$ cat config.mk
export PLATFORM = sky130hd
export DESIGN_NAME = seg7_scan_decoder
export DESIGN_NICKNAME = d
export VERILOG_FILES = /design/src/rtl/seg7_pkg.sv /design/src/rtl/seg7_pattern_decode.sv /design/src/rtl/seg7_scan_decoder.sv
export SDC_FILE = /design/constraint.sdc
export NUM_CORES = 1
export LEC_CHECK = 0
export CAP_MARGIN = 20
export CORE_ASPECT_RATIO = 0.7
export CORE_MARGIN = 2
export CORE_UTILIZATION = 42
export CTS_CLUSTER_DIAMETER = 50
export CTS_CLUSTER_SIZE = 14
export DETAILED_ROUTE_END_ITERATION = 12
export DONT_BUFFER_PORTS = 1
export HOLD_SLACK_MARGIN = 0.12
export PLACE_DENSITY = 0.59
export SYNTH_ARGS = -nofsm -noshare
export SYNTH_HDL_FRONTEND = slang
export SYNTH_SLANG_ARGS = --single-unit
$ cat constraint.sdc
create_clock -name clk -period 3 [get_ports clk]
set_input_delay 0.6 -clock clk [delete_from_list [all_inputs] [get_ports clk]]
set_output_delay 0.6 -clock clk [all_outputs]
set_load 0.02 [all_outputs]
$ cat src/rtl/seg7_pkg.sv
// Shared types and constants for the 7-segment bus receiver and driver-side checkers.
// Segment patterns are ordered abcdefg, bit 6 = a.
package seg7_pkg;

    typedef logic [6:0] seg_t;

    localparam seg_t SEG_BLANK = 7'h00;

    // Indexed by the nibble the pattern represents.
    localparam seg_t SEG_TABLE [16] = '{
        7'h7E, 7'h30, 7'h6D, 7'h79, 7'h33, 7'h5B, 7'h5F, 7'h70,
        7'h7F, 7'h73, 7'h77, 7'h1F, 7'h4E, 7'h3D, 7'h4F, 7'h47
    };

    typedef enum logic [1:0] {
        StIdle,
        StSettle,
        StCapture,
        StHold
    } state_e;

endpackage

$ cat src/rtl/seg7_pattern_decode.sv
// Combinational 7-segment pattern decoder: maps an abcdefg pattern to its hex nibble,
// flagging table hits and the all-off blank pattern.
module seg7_pattern_decode
    import seg7_pkg::*;
(
    input  seg_t       seg_i,
    output logic [3:0] nibble_o,
    output logic       hit_o,
    output logic       blank_o
);

    always_comb begin
        nibble_o = 4'h0;
        hit_o    = 1'b0;
        for (int i = 0; i < 16; i++) begin
            if (seg_i == SEG_TABLE[i]) begin
                nibble_o = 4'(i);
                hit_o    = 1'b1;
            end
        end
    end

    assign blank_o = (seg_i == SEG_BLANK);

endmodule

$ cat src/rtl/seg7_scan_decoder.sv
// Receiver for a multiplexed 7-segment bus: recovers the nibble, dp and validity per digit.
// Define SEG7_ACTIVE_LOW_EN to invert all bus inputs for common-anode boards.
module seg7_scan_decoder
    import seg7_pkg::*;
#(
    parameter int unsigned NUM_DIGITS    = 4,
    parameter int unsigned SETTLE_CYCLES = 4
) (
    input  logic                    clk,
    input  logic                    rst,
    input  logic [6:0]              seg_in,
    input  logic                    dp_in,
    input  logic [NUM_DIGITS-1:0]   digit_en,
    output logic [4*NUM_DIGITS-1:0] value_out,
    output logic [NUM_DIGITS-1:0]   dp_out,
    output logic [NUM_DIGITS-1:0]   digit_valid,
    output logic                    frame_valid,
    output logic                    err,
    output logic [2:0]              err_digit
);

    localparam int unsigned SW          = NUM_DIGITS + 8;
    localparam logic [7:0]  SETTLE_LAST = 8'(SETTLE_CYCLES - 1);

    logic [SW-1:0] samp_d, samp_q;
    logic [7:0]    cnt_d, cnt_q;
    state_e        state_d, state_q;

    logic [NUM_DIGITS-1:0] s_en;
    seg_t                  s_seg;
    logic                  s_dp;
    logic                  same, settled, capture;
    logic [2:0]            idx;
    logic [3:0]            nibble;
    logic                  hit, blank;

    logic [4*NUM_DIGITS-1:0] value_d, value_q;
    logic [NUM_DIGITS-1:0]   dp_d, dp_q, valid_d, valid_q, mask_d, mask_q, mask_next;
    logic                    frame_d, frame_q, err_d, err_q;
    logic [2:0]              err_digit_d, err_digit_q;

`ifdef SEG7_ACTIVE_LOW_EN
    assign samp_d = ~{digit_en, seg_in, dp_in};
`else
    assign samp_d = {digit_en, seg_in, dp_in};
`endif

    assign s_en  = samp_q[SW-1:8];
    assign s_seg = samp_q[7:1];
    assign s_dp  = samp_q[0];

    // cnt_q = number of identical one-hot samples registered so far, minus one.
    assign same = (samp_d == samp_q) && $onehot(samp_d[SW-1:8]);

    always_comb begin
        cnt_d = 8'd0;
        if (same) begin
            cnt_d = (cnt_q == 8'hFF) ? cnt_q : cnt_q + 8'd1;
        end
    end

    assign settled = (cnt_q == SETTLE_LAST);

    always_ff @(posedge clk) begin
        if (rst) begin
            state_q <= StIdle;
        end else begin
            state_q <= state_d;
        end
    end

    // A cnt_q of zero outside IDLE means the sample just changed.
    always_comb begin
        state_d = state_q;
        unique case (state_q)
            StIdle: begin
                if (settled)             state_d = StCapture;
                else if ($onehot(s_en))  state_d = StSettle;
            end
            StSettle: begin
                if (settled)             state_d = StCapture;
                else if (cnt_q == 8'd0)  state_d = StIdle;
            end
            StCapture: state_d = (cnt_q == 8'd0) ? StIdle : StHold;
            StHold: begin
                if (cnt_q == 8'd0)       state_d = StIdle;
            end
            default:                     state_d = StIdle;
        endcase
    end

    assign capture = ((state_q == StIdle) || (state_q == StSettle)) && settled;

    always_comb begin
        idx = 3'd0;
        for (int i = 0; i < NUM_DIGITS; i++) begin
            if (s_en[i]) idx = 3'(i);
        end
    end

    seg7_pattern_decode u_decode (
        .seg_i    (s_seg),
        .nibble_o (nibble),
        .hit_o    (hit),
        .blank_o  (blank)
    );

    assign mask_next = mask_q | s_en;

    always_comb begin
        value_d     = value_q;
        dp_d        = dp_q;
        valid_d     = valid_q;
        mask_d      = mask_q;
        frame_d     = 1'b0;
        err_d       = 1'b0;
        err_digit_d = err_digit_q;
        if (capture) begin
            dp_d[idx] = s_dp;
            if (hit) begin
                value_d[4*idx +: 4] = nibble;
                valid_d[idx]        = 1'b1;
            end else begin
                valid_d[idx] = 1'b0;
                if (!blank) begin
                    err_d       = 1'b1;
                    err_digit_d = idx;
                end
            end
            if (&mask_next) begin
                frame_d = 1'b1;
                mask_d  = '0;
            end else begin
                mask_d = mask_next;
            end
        end
    end

    always_ff @(posedge clk) begin
        if (rst) begin
            samp_q      <= '0;
            cnt_q       <= 8'd0;
            value_q     <= '0;
            dp_q        <= '0;
            valid_q     <= '0;
            mask_q      <= '0;
            frame_q     <= 1'b0;
            err_q       <= 1'b0;
            err_digit_q <= 3'd0;
        end else begin
            samp_q      <= samp_d;
            cnt_q       <= cnt_d;
            value_q     <= value_d;
            dp_q        <= dp_d;
            valid_q     <= valid_d;
            mask_q      <= mask_d;
            frame_q     <= frame_d;
            err_q       <= err_d;
            err_digit_q <= err_digit_d;
        end
    end

    assign value_out   = value_q;
    assign dp_out      = dp_q;
    assign digit_valid = valid_q;
    assign frame_valid = frame_q;
    assign err         = err_q;
    assign err_digit   = err_digit_q;

endmodule

==> flow_summary.html <==
<table>
<tr><th>Metric</th><th>Value</th></tr>
<tr><th colspan="2">Route</th></tr>
<tr><td>Final Routed Wirelength</td><td>5760 um</td></tr>
<tr><td>First DRT Iteration DRCs</td><td>112</td></tr>
<tr><td>Detailed-route wire length per cell</td><td>between 15 and 20 um</td></tr>
<tr><td>Number of DRC violations after detailed routing</td><td>0</td></tr>
<tr><td>Average vias per placed instance</td><td>approximately 5.4</td></tr>
<tr><td>Via count of the routed design</td><td>2,073</td></tr>
<tr><td>Detailed Routing Iterations Pass 1</td><td>4</td></tr>
<tr><td>Remaining antenna violation count</td><td>0</td></tr>
<tr><th colspan="2">Critical path</th></tr>
<tr><td>Arrival time of the worst setup path</td><td>2.88 ns</td></tr>
<tr><td>RR Startpoint</td><td>samp_q[2]$_SDFF_PP0_</td></tr>
<tr><td>Crit end category</td><td>register</td></tr>
<tr><td>Delay of the slowest cell on the worst path</td><td>0.82 ns</td></tr>
<tr><td>Highest fanout seen on the critical path</td><td>16</td></tr>
<tr><td>Terminus of the critical flop-to-flop path</td><td>value_out[7]$_SDFFE_PP0P_</td></tr>
<tr><td>Worst setup path category</td><td>reg2reg</td></tr>
<tr><td>Kind of launch point of the worst setup path</td><td>register</td></tr>
<tr><td>Slowest-stage cell, CP</td><td>or4_1</td></tr>
<tr><td>Reg2Reg Setup Slack</td><td>0.38 ns</td></tr>
<tr><td>Worst EP required</td><td>3.25 ns</td></tr>
<tr><td>FF-to-FF path depth</td><td>7</td></tr>
<tr><td>Critical path cell sequence</td><td>buf_4 -&gt; and3b_4 -&gt; a2bb2oi_1 -&gt; o2111ai_1 -&gt; or4_1 -&gt; a31oi_1 -&gt; a22o_1</td></tr>
<tr><th colspan="2">Die</th></tr>
<tr><td>Total core area</td><td>6220 sq um</td></tr>
<tr><td>Area of the die</td><td>between 7000 and 8000 sq um</td></tr>
<tr><td>Initial Util</td><td>43.2%</td></tr>
<tr><td>Floorplan die width</td><td>between 90 and 100 um</td></tr>
<tr><td>I/O pins</td><td>43</td></tr>
<tr><td>Rows</td><td>24</td></tr>
<tr><td>DIE HEIGHT</td><td>70.9 um</td></tr>
<tr><th colspan="2">GRT</th></tr>
<tr><td>Number of global-route vias before repair</td><td>about 2,000</td></tr>
<tr><td>Met2 capacity usage during global routing</td><td>24.3%</td></tr>
<tr><td>Largest net degree at the start of global routing</td><td>41</td></tr>
<tr><td>Busiest metal layer after global routing</td><td>met1</td></tr>
<tr><td>Total routing usage reported by global routing</td><td>17.3%</td></tr>
<tr><td>Leftover overflow at the end of global routing</td><td>0</td></tr>
<tr><td>Fraction of met1 tracks used by global routing</td><td>~26%</td></tr>
<tr><td>Antenna violations before repair</td><td>0</td></tr>
<tr><td>Met3 Track Usage GR</td><td>5.43%</td></tr>
<tr><td>First-pass GRT wire length</td><td>9830 um</td></tr>
<tr><th colspan="2">Logic synthesis</th></tr>
<tr><td>Sequential-to-total area share from yosys stat</td><td>39.5%</td></tr>
<tr><td>Syn Std Cell Area</td><td>2690 sq um</td></tr>
<tr><td>Synth Warn #</td><td>0</td></tr>
<tr><td>Yosys reg bits</td><td>53</td></tr>
<tr><td>Avg Synthesized Cell Area</td><td>about 8.8 sq um</td></tr>
<tr><td>Top cell type's share of synthesized area</td><td>39.5%</td></tr>
<tr><td>Top cells by area, synth</td><td>dfxtp_1 39%, ha_1 4.2%, a22o_1 3.9%, a21oi_1 3.4%, nor2b_1 3.3%</td></tr>
<tr><td>Number of enable flip-flop cells after synthesis</td><td>0</td></tr>
<tr><td>Total nets after synthesis</td><td>328</td></tr>
<tr><td>Largest area contributor in the synthesized netlist</td><td>dfxtp_1</td></tr>
<tr><td>Synthesized instance count</td><td>304</td></tr>
<tr><td>Number of distinct library cells after synthesis</td><td>56</td></tr>
<tr><td>Async set-reset flop share out of synthesis</td><td>0%</td></tr>
<tr><td>Predominant post-synthesis flop cell</td><td>dfxtp_1</td></tr>
<tr><th colspan="2">Layout</th></tr>
<tr><td>Share of cells above drive strength 1</td><td>under 10%</td></tr>
<tr><td>Diodes inserted</td><td>0</td></tr>
<tr><td>Utilization after layout</td><td>46.1%</td></tr>
<tr><td>Total non-filler cell area in the finished layout</td><td>between 2000 and 3000 sq um</td></tr>
<tr><td>Net count reported at finish</td><td>about 330</td></tr>
<tr><td>Area overhead of the layout relative to synthesis</td><td>6.57%</td></tr>
<tr><th colspan="2">Run</th></tr>
<tr><td>Total of max-cap violations</td><td>0</td></tr>
<tr><th colspan="2">Clock tree</th></tr>
<tr><td>Clock Tree Buf Depth</td><td>2</td></tr>
<tr><td>Buffers inserted during post-CTS setup optimization</td><td>0</td></tr>
<tr><td>Number of clock sinks</td><td>53</td></tr>
<tr><td>Maximum level of the CTS H-tree</td><td>2</td></tr>
<tr><td>Hold bufs inserted after CTS</td><td>0</td></tr>
<tr><td>CTS buffer count</td><td>5</td></tr>
<tr><td>Clock Root Buffer</td><td>clkbuf_8</td></tr>
<tr><td>Insertion delay of the later-clocked pin in the worst-skew pair</td><td>0.30 ns</td></tr>
<tr><td>Clock transition at path regs</td><td>0.10 ns</td></tr>
<tr><td>Post-CTS sizing</td><td>0</td></tr>
<tr><td>TritonCTS clock tree</td><td>built</td></tr>
<tr><th colspan="2">Min path</th></tr>
<tr><td>Worst hold path endpoint</td><td>samp_q[11]$_SDFF_PP0_</td></tr>
<tr><td>Hold/Removal Path Class</td><td>in2reg</td></tr>
<tr><td>Cell depth of the worst hold path</td><td>1</td></tr>
<tr><td>Hold Path Origin</td><td>rst</td></tr>
<tr><th colspan="2">Place</th></tr>
<tr><td>Place WS</td><td>0.275 ns</td></tr>
<tr><td>Buffers on Ports</td><td>0</td></tr>
<tr><td>Post-DP HPWL</td><td>around 4200 um</td></tr>
<tr><td>Cell area after placement</td><td>2750 sq um</td></tr>
<tr><td>Placer's final routability congestion estimate</td><td>0.869</td></tr>
<tr><th colspan="2">STA</th></tr>
<tr><td>Worst slew margin relative to its limit</td><td>~55%</td></tr>
<tr><td># setup viols final</td><td>0</td></tr>
<tr><td>Period Utilization, post-route</td><td>slightly below 90%</td></tr>
<tr><td>Worst Skew</td><td>0.0118 ns</td></tr>
<tr><td>Final setup margin</td><td>between 0.3 and 0.4 ns</td></tr>
<tr><td>Hold Vio Cnt, Final</td><td>0</td></tr>
<tr><td>Count of final max-slew check failures</td><td>0</td></tr>
<tr><td>Shortest clock period the worst path allows after layout</td><td>2.62 ns</td></tr>
<tr><td>Max Fclk</td><td>381 MHz</td></tr>
<tr><td>Setup repair after global routing missed its margin</td><td>no</td></tr>
<tr><td>Final total negative setup slack</td><td>0 ns</td></tr>
<tr><td>Worst slew pin tran</td><td>~0.66 ns</td></tr>
<tr><th colspan="2">Power and ir drop</th></tr>
<tr><td>Overall power</td><td>about 1300 uW</td></tr>
<tr><td>Power Dens Cells</td><td>460 nW/um^2</td></tr>
<tr><td>IR drop worst, VDD</td><td>206 uV</td></tr>
<tr><td>Leakage power total</td><td>0.00106 uW</td></tr>
<tr><th colspan="2">Status</th></tr>
<tr><td>Result of the run</td><td>completed</td></tr>
</table>
power by group:
group	total, uW	switching, uW	internal, uW
combinational	109	64.0	44.9
clock	482	231	251
sequential	726	14.2	712
total	1320	310	1010
Yosys cell counts, drive strengths merged, types with 4 or more instances:
library cell  number
ha                 9
a22o              12
nand2             23
xor2              10
a21oi             18
nand4              9
a211oi             4
buf               11
nor2              23
nor4b              4
nand3             17
nor3               7
xnor2              7
nor2b             14
or4                5
nand2b             5
o21ai              5
dfxtp             53
a31oi              5
inv               18
clkbuf             6
flip-flops by register name, indices dropped and copies added (netlist names), named ones only:
signal	count
value_out	16
samp_q	12
cnt_q	8
dp_out	4
mask_q	4
err_digit	2
err	1
frame_valid	1
state_q	1
metal layers:
metal  wire [um]  share of wire, %  vias to the layer above
met2        2300                40                       62
met4          29              0.50                        0
li1            -                 -                     1066
met5           0                 0                        -
met3         364               6.3                        2
met1        3060                53                      943
worst max path at each step:
stage | from | to | slack [ns] | depth (start not counted)
after floorplan | digit_en[0] | cnt_q[7]$_SDFFE_PP0P_ | 0.53 | 8
after global placement | digit_en[0] | cnt_q[7]$_SDFFE_PP0P_ | 0.35 | 8
after detailed placement | digit_en[0] | cnt_q[7]$_SDFFE_PP0P_ | 0.28 | 8
after CTS | samp_q[2]$_SDFF_PP0_ | value_out[7]$_SDFFE_PP0P_ | 0.36 | 7
after global routing | samp_q[2]$_SDFF_PP0_ | value_out[7]$_SDFFE_PP0P_ | 0.18 | 7
final | samp_q[2]$_SDFF_PP0_ | value_out[7]$_SDFFE_PP0P_ | 0.38 | 7
critical path: cells and delay by family (launching register included):
kind | cells | cell delay [ns]
DFF | 1 | 0.40
and+or+nand+nor | 2 | 1.03
buffers and inverters | 1 | 0.20
AOI/OAI and AO/OA | 4 | 0.95
cells in the final DEF, fill, tap and decap left out, drive strengths merged, types with 4 or more instances in the layout:
| master | instances |
|---|---|
| nand2b | 5 |
| o21ai | 5 |
| a21oi | 18 |
| ha | 9 |
| or4 | 5 |
| nand2 | 23 |
| nand4 | 9 |
| clkbuf | 6 |
| buf | 8 |
| xor2 | 10 |
| nor3 | 7 |
| a22o | 12 |
| inv | 18 |
| xnor2 | 7 |
| a31oi | 5 |
| dfxtp | 53 |
| nand3 | 17 |
| nor4b | 4 |
| a211oi | 4 |
| nor2 | 23 |
| nor2b | 14 |
layout make-up:
class	instances	area, sq um
fill	603	3350
multi-input combinational	216	1470
sequential	53	1060
tap	78	97.6
clock buffer	6	72.6
inverter	18	67.6
timing repair buffer	8	60.1
clock inverter	2	38.8
cell families (layout without fill, tap and decap cells):
family / after synthesis / after routing / share of synthesized area [%]
xor+xnor: 17 / 17 / 5.54
fa+ha+maj: 10 / 10 / 4.94
other cells: 1 / 1 / 0.140
simple gates: 124 / 124 / 26.8
mux: 2 / 2 / 0.745
compound gates: 62 / 62 / 16.4
buf+inv: 35 / 34 / 5.96
flops: 53 / 53 / 39.5
per-stage QoR:
step | hold slack [ns] | std cells
2_1_floorplan | 0.437 | 304
3_3_place_gp | 0.452 | 373
3_5_place_dp | 0.458 | 373
4_1_cts | 0.338 | 381
5_1_grt | 0.337 | 381
6_report | 0.349 | 381
Note: power is estimated with default switching activity, not from simulation.
